<file path="config.mk">
export PLATFORM = sky130hd
export DESIGN_NAME = branch_resolve_unit
export DESIGN_NICKNAME = d
export VERILOG_FILES = /design/src/rtl/branch_pkg.sv /design/src/rtl/bht_2bit.sv /design/src/rtl/branch_resolve_unit.sv
export SDC_FILE = /design/constraint.sdc
export NUM_CORES = 1
export LEC_CHECK = 0
export ABC_CLOCK_PERIOD_IN_PS = 6100
export BUFFER_PORTS_ARGS = -buffer_cell sky130_fd_sc_hd__buf_4
export CORE_MARGIN = 2
export CORE_UTILIZATION = 54
export CTS_CLUSTER_DIAMETER = 80
export CTS_CLUSTER_SIZE = 20
export DETAILED_ROUTE_END_ITERATION = 8
export PLACE_DENSITY = 0.77
export RECOVER_POWER = 25
export SLEW_MARGIN = 10
export SYNTH_ARGS = -nofsm -noshare
export SYNTH_HDL_FRONTEND = slang
export SYNTH_HIERARCHICAL = 1
export SYNTH_SLANG_ARGS = --single-unit
</file>
<file path="constraint.sdc">
create_clock -name clk -period 6.1 [get_ports clk]
set_clock_uncertainty 0.1 [all_clocks]
set_input_delay 0 -clock clk [delete_from_list [all_inputs] [get_ports clk]]
set_output_delay 0 -clock clk [all_outputs]
set_load 0.02 [all_outputs]
</file>
<file path="src/rtl/branch_pkg.sv">
// Shared definitions for the branch resolve slice.
// Holds the RV32I branch funct3 encodings and the 2-bit BHT counter
// states. It also holds a log2 helper that sizes the BHT index field
// from the entry count.
package branch_pkg;

  localparam logic [2:0] F3_BEQ  = 3'b000;
  localparam logic [2:0] F3_BNE  = 3'b001;
  localparam logic [2:0] F3_BLT  = 3'b100;
  localparam logic [2:0] F3_BGE  = 3'b101;
  localparam logic [2:0] F3_BLTU = 3'b110;
  localparam logic [2:0] F3_BGEU = 3'b111;

  typedef enum logic [1:0] {
    SNT = 2'b00,
    WNT = 2'b01,
    WT  = 2'b10,
    ST  = 2'b11
  } bht_cnt_t;

  // Smallest r with 2**r >= n; the BHT index width for n entries.
  function automatic int log2_ceil(input int n);
    int r;
    r = 0;
    while ((1 << r) < n) r = r + 1;
    return r;
  endfunction

endpackage

</file>
<file path="src/rtl/bht_2bit.sv">
// Indexed table of 2-bit saturating branch counters.
// Ports:
//   clk, rst_n      : clock, async active-low reset (all entries -> WNT)
//   rd_idx, rd_cnt  : combinational read port (value before any same-edge write)
//   wr_en, wr_idx,
//   wr_taken        : training port; counts up on taken, down on not-taken
module bht_2bit
  import branch_pkg::*;
#(
  parameter int ENTRIES = 64,
  parameter int IDX_W   = log2_ceil(ENTRIES)
) (
  input  logic             clk,
  input  logic             rst_n,
  input  logic [IDX_W-1:0] rd_idx,
  output logic [1:0]       rd_cnt,
  input  logic             wr_en,
  input  logic [IDX_W-1:0] wr_idx,
  input  logic             wr_taken
);

  bht_cnt_t table_q [ENTRIES];

  // The read is a plain array access, so a write on the coming edge
  // is not visible until after that edge.
  assign rd_cnt = table_q[rd_idx];

  // Counters move one step toward ST or SNT and stick at the ends.
  always_ff @(posedge clk or negedge rst_n) begin
    if (!rst_n) begin
      for (int i = 0; i < ENTRIES; i++) table_q[i] <= WNT;
    end else if (wr_en) begin
      if (wr_taken && (table_q[wr_idx] != ST))
        table_q[wr_idx] <= bht_cnt_t'(table_q[wr_idx] + 2'd1);
      else if (!wr_taken && (table_q[wr_idx] != SNT))
        table_q[wr_idx] <= bht_cnt_t'(table_q[wr_idx] - 2'd1);
    end
  end

endmodule

</file>
<file path="src/rtl/branch_resolve_unit.sv">
// Execute-stage resolution of RV32I control transfers.
// It computes the direction, target, link and redirect PC for BEQ..BGEU,
// JAL and JALR. It compares them with the fetch prediction and registers
// the result for the EX/MEM boundary. It trains a 2-bit BHT, and fetch
// reads that BHT through a combinational lookup port.
// Ports:
//   clk, rst_n                       : clock, async active-low reset
//   valid_in, branch_in, jump_in,
//   jalr_in, funct3_in               : instruction qualifiers (jalr > jal > branch)
//   rs1_data, rs2_data, immediate,
//   current_pc                       : operands and PC of the EX instruction
//   pred_taken_in, pred_target_in    : fetch prediction being checked
//   stall_in, flush_in               : hold / kill (flush wins)
//   lookup_pc_in, lookup_taken_out   : BHT read for fetch
//   *_out                            : registered result and statistics
module branch_resolve_unit
  import branch_pkg::*;
#(
  parameter int XLEN        = 32,
  parameter int BHT_ENTRIES = 64,
  parameter int IDX_LSB     = 2,
  parameter int CNT_W       = 32
) (
  input  logic             clk,
  input  logic             rst_n,
  input  logic             valid_in,
  input  logic             branch_in,
  input  logic             jump_in,
  input  logic             jalr_in,
  input  logic [2:0]       funct3_in,
  input  logic [XLEN-1:0]  rs1_data,
  input  logic [XLEN-1:0]  rs2_data,
  input  logic [XLEN-1:0]  immediate,
  input  logic [XLEN-1:0]  current_pc,
  input  logic             pred_taken_in,
  input  logic [XLEN-1:0]  pred_target_in,
  input  logic             stall_in,
  input  logic             flush_in,
  input  logic [XLEN-1:0]  lookup_pc_in,
  output logic             lookup_taken_out,
  output logic             valid_out,
  output logic             branch_taken_out,
  output logic [XLEN-1:0]  branch_target_out,
  output logic [XLEN-1:0]  link_addr_out,
  output logic [XLEN-1:0]  redirect_pc_out,
  output logic             mispredict_out,
  output logic             illegal_out,
  output logic             misaligned_out,
  output logic [CNT_W-1:0] branch_count_out,
  output logic [CNT_W-1:0] mispredict_count_out
);

  localparam int IDX_W = log2_ceil(BHT_ENTRIES);

  logic            is_jalr, is_jal, is_br, is_ctrl;
  logic            cond, bad_f3, illegal, taken, misaligned, mispredict;
  logic [XLEN-1:0] pc_target, jalr_sum, target, link, redirect;
  logic            advance, bht_wr;
  logic [1:0]      lookup_cnt;
  logic            pc_bits_unused;

  assign is_jalr = jalr_in;
  assign is_jal  = jump_in & ~jalr_in;
  assign is_br   = branch_in & ~jump_in & ~jalr_in;
  assign is_ctrl = jalr_in | jump_in | branch_in;

  // Branch condition by funct3. The two unassigned encodings (010/011)
  // flag the branch as illegal and leave it not taken.
  always_comb begin
    cond   = 1'b0;
    bad_f3 = 1'b0;
    case (funct3_in)
      F3_BEQ:  cond = (rs1_data == rs2_data);
      F3_BNE:  cond = (rs1_data != rs2_data);
      F3_BLT:  cond = ($signed(rs1_data) <  $signed(rs2_data));
      F3_BGE:  cond = ($signed(rs1_data) >= $signed(rs2_data));
      F3_BLTU: cond = (rs1_data <  rs2_data);
      F3_BGEU: cond = (rs1_data >= rs2_data);
      default: bad_f3 = 1'b1;
    endcase
  end

  assign illegal   = is_br & bad_f3;
  assign taken     = is_jalr | is_jal | (is_br & cond & ~bad_f3);
  assign pc_target = current_pc + immediate;
  assign jalr_sum  = rs1_data + immediate;
  assign target    = is_jalr ? {jalr_sum[XLEN-1:1], 1'b0} : pc_target;
  assign link      = current_pc + XLEN'(4);
  assign redirect  = taken ? target : link;

  // A misaligned taken target goes to trap logic, so it never also
  // raises a mispredict redirect.
  assign misaligned = taken & target[1];
  assign mispredict = ~misaligned &
                      ((taken != pred_taken_in) | (taken & (target != pred_target_in)));

  assign advance = ~flush_in & ~stall_in & valid_in;
  assign bht_wr  = advance & is_br & ~bad_f3;

  bht_2bit #(
    .ENTRIES (BHT_ENTRIES),
    .IDX_W   (IDX_W)
  ) u_bht (
    .clk      (clk),
    .rst_n    (rst_n),
    .rd_idx   (lookup_pc_in[IDX_LSB +: IDX_W]),
    .rd_cnt   (lookup_cnt),
    .wr_en    (bht_wr),
    .wr_idx   (current_pc[IDX_LSB +: IDX_W]),
    .wr_taken (taken)
  );

  assign lookup_taken_out = lookup_cnt[1];

  // PC bits outside the index field carry no meaning for the BHT.
  assign pc_bits_unused = ^{lookup_pc_in, current_pc};

  // EX/MEM result register. A flush kills the slot and clears its flags.
  // A stall freezes everything. Flags are qualified by valid_in so an
  // empty slot never reports a redirect.
  always_ff @(posedge clk or negedge rst_n) begin
    if (!rst_n) begin
      valid_out         <= 1'b0;
      branch_taken_out  <= 1'b0;
      branch_target_out <= '0;
      link_addr_out     <= '0;
      redirect_pc_out   <= '0;
      mispredict_out    <= 1'b0;
      illegal_out       <= 1'b0;
      misaligned_out    <= 1'b0;
    end else if (flush_in) begin
      valid_out        <= 1'b0;
      branch_taken_out <= 1'b0;
      mispredict_out   <= 1'b0;
      illegal_out      <= 1'b0;
      misaligned_out   <= 1'b0;
    end else if (!stall_in) begin
      valid_out         <= valid_in;
      branch_taken_out  <= valid_in & taken;
      branch_target_out <= target;
      link_addr_out     <= link;
      redirect_pc_out   <= redirect;
      mispredict_out    <= valid_in & mispredict;
      illegal_out       <= valid_in & illegal;
      misaligned_out    <= valid_in & misaligned;
    end
  end

  // Statistics only see control transfers that actually retire from EX.
  // Both counters stop at all-ones.
  always_ff @(posedge clk or negedge rst_n) begin
    if (!rst_n) begin
      branch_count_out     <= '0;
      mispredict_count_out <= '0;
    end else if (advance && is_ctrl) begin
      if (branch_count_out != '1)
        branch_count_out <= branch_count_out + CNT_W'(1);
      if (mispredict && (mispredict_count_out != '1))
        mispredict_count_out <= mispredict_count_out + CNT_W'(1);
    end
  end

endmodule

</file>
---- After elaboration in Yosys (flattened, before gate mapping) ----
Index checks and enable logic that the tools add are counted.
cells by class
  $add $sub $neg .......................... 7
  order comparisons ....................... 7
  eq/ne operators ......................... 13
  mux-type cells .......................... 26
  bitwise operators ....................... 29
  reductions and logical operators ........ 14
operators by type and width
  kind                                                                          number
  128-bit bitwise mux                                                           2
  128-bit two-way mux                                                           2
  32-bit by 1-bit adder with 32-bit output, second input constant               2
  32-bit adder                                                                  2
  32-bit >= comparator                                                          2
  32-bit less-than comparator                                                   2
  32-bit two-way mux                                                            2
  32-bit inequality test                                                        2
  32-bit inequality test, second input constant                                 2
  32-bit by 3-bit adder with 32-bit output, second input constant               1
  32-bit equality test                                                          1
  2-bit binary-select mux with 6-bit select                                     2
  1-bit bitwise AND                                                             17
  7-bit >= comparator, second input constant                                    2
  6-bit inverter with 7-bit output                                              2
  2-bit demux with 6-bit select                                                 1
  3-bit equality test, second input constant                                    4
  1-bit two-way mux                                                             11
  2-bit two-way mux                                                             5
  2-bit AND reduction                                                           4
  7-bit by 1-bit less-than comparator with 1-bit output, second input constant  1
  1-bit one-hot mux with 6 select lines                                         1
  6-bit OR reduction                                                            1
  1-bit logical AND                                                             5
  11 further kinds                                                              20
storage, ports and cells
  flip-flop bits (word level) ............. 293
  input port bits ......................... 204
  output and inout port bits .............. 166
  logic and storage cells ................. 170

---- Depth between registers and ports, before layout ----
  depth after elaboration ................. 12
  depth in mapped cells ................... 16
  mapped depth without buffers ............ 14

---- Hierarchy ----
Netlist, hierarchy kept.
modules (own cells, without submodules)
  module               instances  cells an instance  area each (um2)  sequential area each (um2)
  branch_resolve_unit  1          1,675              13,589.3         4,129.0
  bht_2bit             1          577                7,574.8          3,283.1

---- Worst setup path after synthesis ----
Ideal clock, no wire load.
  kind .................................... input to register
  start point ............................. input rs2_data[31]
  end point ............................... register u_bht/table_q[17] in the netlist's numbering
  library setup time ...................... 0.125 ns
  data arrival time ....................... 3.520 ns
  required time ........................... 5.875 ns
  path slack .............................. 2.355 ns
  cell stages on the path ................. 16
  buffers on the path ..................... 2
  path through ............................ inv_1 > ha_1 > nand3_1 > nor4_2 > nand4_1 > xnor2_1 > a211oi_1 > mux2_2 > clkbuf_1 > inv_2 > clkbuf_1 > mux2_2 > nor3_1 > nand2_1 > nor2_1 > mux2_2
on the way
  longest elaborated chain between the ends .. 9
  elaborated cells on any way between the ends .. 16
  classes of those cells .................. order compare (4); eq/ne (2); mux (2); bitwise (3); reduce/logical (5)
RTL lines
  element                                             RTL line                   RTL
  start: declaration                                  branch_resolve_unit.sv:32  input logic [XLEN-1:0] rs2_data,
  32-bit >= comparator, or another cell as far along  branch_resolve_unit.sv:78  F3_BGEU: cond = (rs1_data >= rs2_data);
  1-bit one-hot mux with 6 select lines (*)           branch_resolve_unit.sv:72  case (funct3_in)
  1-bit bitwise AND (*) (2 in a row)                  branch_resolve_unit.sv:84  assign taken = is_jalr | is_jal | (is_br & cond & ~bad_f3);
  1-bit bitwise OR (*)                                branch_resolve_unit.sv:84
  via taken                                           branch_resolve_unit.sv:56  logic cond, bad_f3, illegal, taken, misaligned, mispredict;
  1-bit zero test                                     bht_2bit.sv:35             else if (!wr_taken && (table_q[wr_idx] != SNT))
  1-bit logical AND                                   bht_2bit.sv:35
  2-bit nonzero test (no source line)                 --
  2-bit AND reduction (no source line)                --
  end signal: indexed assignment                      bht_2bit.sv:34             table_q[wr_idx] <= bht_cnt_t'(table_q[wr_idx] + 2'd1);
  end signal: indexed assignment                      bht_2bit.sv:36             table_q[wr_idx] <= bht_cnt_t'(table_q[wr_idx] - 2'd1);
  end: declaration                                    bht_2bit.sv:22             bht_cnt_t table_q [ENTRIES];
Mark *: on every way through the listed nets, which the timed path passes. The rest lies on a longest branch.
A chain may end at the register's enable or synchronous reset.

---- Worst setup path after layout ----
  start point ............................. input current_pc[4]
  end point ............................... register u_bht/table_q[71] in the netlist's numbering
on the way
  longest elaborated chain between the ends .. 8
  elaborated cells on any way between the ends .. 21
  classes of those cells .................. add/sub (2); order compare (2); eq/ne (1); mux (9); bitwise (1); reduce/logical (6)
RTL lines
  element                                                                       RTL line                   RTL
  start: declaration                                                            branch_resolve_unit.sv:34  input logic [XLEN-1:0] current_pc,
  6-bit inverter with 7-bit output (implied by the code) (*)                    --
  2-bit binary-select mux with 6-bit select, or another cell as far along       --
  2-bit two-way mux (implied by the code) or 1-bit logical AND (tied branches)  --
  2-bit two-way mux (on tied branches)                                          --
  2-bit by 1-bit subtractor with 2-bit output, or another cell as far along     bht_2bit.sv:36
  128-bit bitwise mux, or another cell as far along                             bht_2bit.sv:36
  128-bit two-way mux or 2-bit nonzero test (tied branches)                     --
  128-bit two-way mux or 2-bit AND reduction (tied branches)                    --
Every way passes the cells marked *; elsewhere a longest branch is shown, timed or not. The select of a mux whose other input is x is not followed.

==> flow_metrics.env <==
export IMPL_setup_violations_final=0
export IMPL_finalMaxSlewViolations=130
export IMPL_grt_start_max_net_pins=161
export IMPL_ant_nets=0
export IMPL_path_buf_inv=4
export IMPL_regArea_um2=7410
export IMPL_num_rows=71
export IMPL_period_minus_slack_ns=4.82
export IMPL_outcome="complete, but fails checks"
export IMPL_cts_resized=0
export IMPL_area_growth_pct=16.2
export IMPL_hp_class="in2reg"
export IMPL_syn_cell_area_um2=20700
export IMPL_rsz0062_at_grt="false"
export IMPL_crit_family="buffers and inverters"
export IMPL_fin_hold_ws_ns=0.0451
export IMPL_clock_fmax_ghz=0.208
export IMPL_tightest_slew_ns=3.25
export IMPL_syn_avg_cell_area_um2=9.32
export IMPL_leakage_nw=10.5
export IMPL_crit_chain="dlygate4sd3_1 > buf_4 > buf_4 > inv_1 > a221oi_1 > o22ai_1 > a22oi_2 > nand4_1 > ha_1 > mux2_2 > nor3_1 > nand2_1 > nor2_1 > mux2_2"
export IMPL_critical_path_class="in2reg"
export IMPL_viasPerCell=6.18
export IMPL_die_area_um2=39900
export IMPL_cp_required_ns=6.42
export IMPL_power_density_nw_per_um2=219
export IMPL_worst_slack_ns=1.28
export IMPL_cts_root_buf="clkbuf_16"
export IMPL_start_util_pct=54.9
export IMPL_antenna_found_initial=9
export IMPL_chipWidth_um=200
export IMPL_firstDrtPassIters=6
export IMPL_cp_arrival_ns=5.14
export IMPL_vias=18900
export IMPL_overflow=0
export IMPL_clock_path_buffers=3
export IMPL_total_power_mw=5.26
export IMPL_cp_slowest_stage_delay_ns=0.69
export IMPL_cts_hold_buffers=54
export IMPL_tns_ns=0
export IMPL_multi_input_area_um2=12400
export IMPL_wirelength_um=67400
export IMPL_post_cts_buffers=0
export IMPL_grt_pass1_wl_um=102000
export IMPL_end_kind="flop"
export IMPL_period_share_pct=79.0
export IMPL_cp_slowest_cell="a22oi_2"
export IMPL_numCtsBuffers=19
export IMPL_core_area_um2=37700
export IMPL_numPortBuffers=343
export IMPL_clk_pin_slew_ns=0.08
export IMPL_routabilityCongestion=0.972
export IMPL_nets=2826
export IMPL_syn_inst=2219
export IMPL_clock_latency_ns=0.54
export IMPL_fp_dieH_um=200
export IMPL_first_global_vias=18200
export IMPL_ctsHtreeMaxLevel=1
export IMPL_synth_nets=2523
export IMPL_max_slew_margin_rel_pct=-116
export IMPL_crit_path_start_kind="input port"
export IMPL_fill_cells=3270
export IMPL_cap_violations=2
export IMPL_failed_checks="max-capacitance violations, max-slew violations"
export IMPL_hold_viol=0
export IMPL_vdd_drop_max_mv=0.179
export IMPL_grt_total_usage_pct=33.1
export IMPL_layout_drive_gt1_share_pct=21.7
export IMPL_numClockSinks=293
export IMPL_ios=370
export IMPL_hpwl_um=51200
export IMPL_avgRoutedWirePerCell_um=22.1
export IMPL_drc=0
export IMPL_dp_slack_ns=1.30
export IMPL_cp_max_fo=44
export IMPL_drt_iter0_drc=1469
export IMPL_layout_commonest_cell="nand2_1"
export IMPL_cts_tree="yes"
export IMPL_yosysWarningCount=6
export IMPL_mostFrequentLayoutCells="nand2_1, dfrtp_1, buf_4"
-- power by group --
part	total [mW]	internal, mW	switching (mW)	leakage, nW
combinational	1.72	0.603	1.11	6.58
sequential	2.23	2.10	0.124	3.69
clock	1.31	0.620	0.694	0.278
total	5.26	3.32	1.93	10.5
-- worst paths after layout --
| check | startpoint | to | slack (ns) | cells past startpoint |
|---|---|---|---|---|
| max in group asynchronous | rst_n | branch_target_out[16] | 2.16 | 4 |
| min in group asynchronous | rst_n | u_bht/table_q[17] | 0.81 | 4 |
| max reg2reg | flop | u_bht/table_q[71] | 1.94 | 11 |
| max | current_pc[4] | u_bht/table_q[71] | 1.28 | 14 |
| min reg2reg | redirect_pc_out[11] | redirect_pc_out[11] | 0.38 | 2 |
| min | rs1_data[1] | branch_target_out[1] | 0.05 | 4 |
-- area by class of cell --
cell class              count  area share [%]
multi-input cells        1742            51.7
clock buffers              30            2.24
flip-flops and latches    293            30.8
repair buffers            410            11.4
inverters                  56           0.874
clock inverters             4           0.161
well taps                 511            2.66
diodes                      9          0.0937
-- per-stage QoR --
step | instances | cell area (um2) | utilization, %
after floorplan | 2219 | 20700 | -
after global placement | 2958 | 23400 | 62.1
after detailed placement | 2958 | 23400 | 62.1
after CTS | 3046 | 24500 | 65.1
after global routing | 3053 | 24000 | 63.8
final | 3055 | 24000 | 63.8
-- worst reg2reg max path: cells and delay by family (launching register included) --
family	cells	cell delay, ns
muxes	3	0.93
adders and majority gates	1	0.29
and+or+nand+nor	4	1.34
DFF	1	0.38
AOI/OAI and AO/OA	3	1.01
-- routing by layer --
| metal | vias to the layer above | GRT usage [%] | share of wire, % |
|---|---|---|---|
| met5 | - | 0 | 0 |
| met4 | 0 | 14.6 | 4.3 |
| met3 | 145 | 4.66 | 8.2 |
| met2 | 885 | 53.6 | 46 |
| met1 | 9241 | 44.3 | 41 |
| li1 | 8608 | - | - |
(Power assumes the default switching activity.)
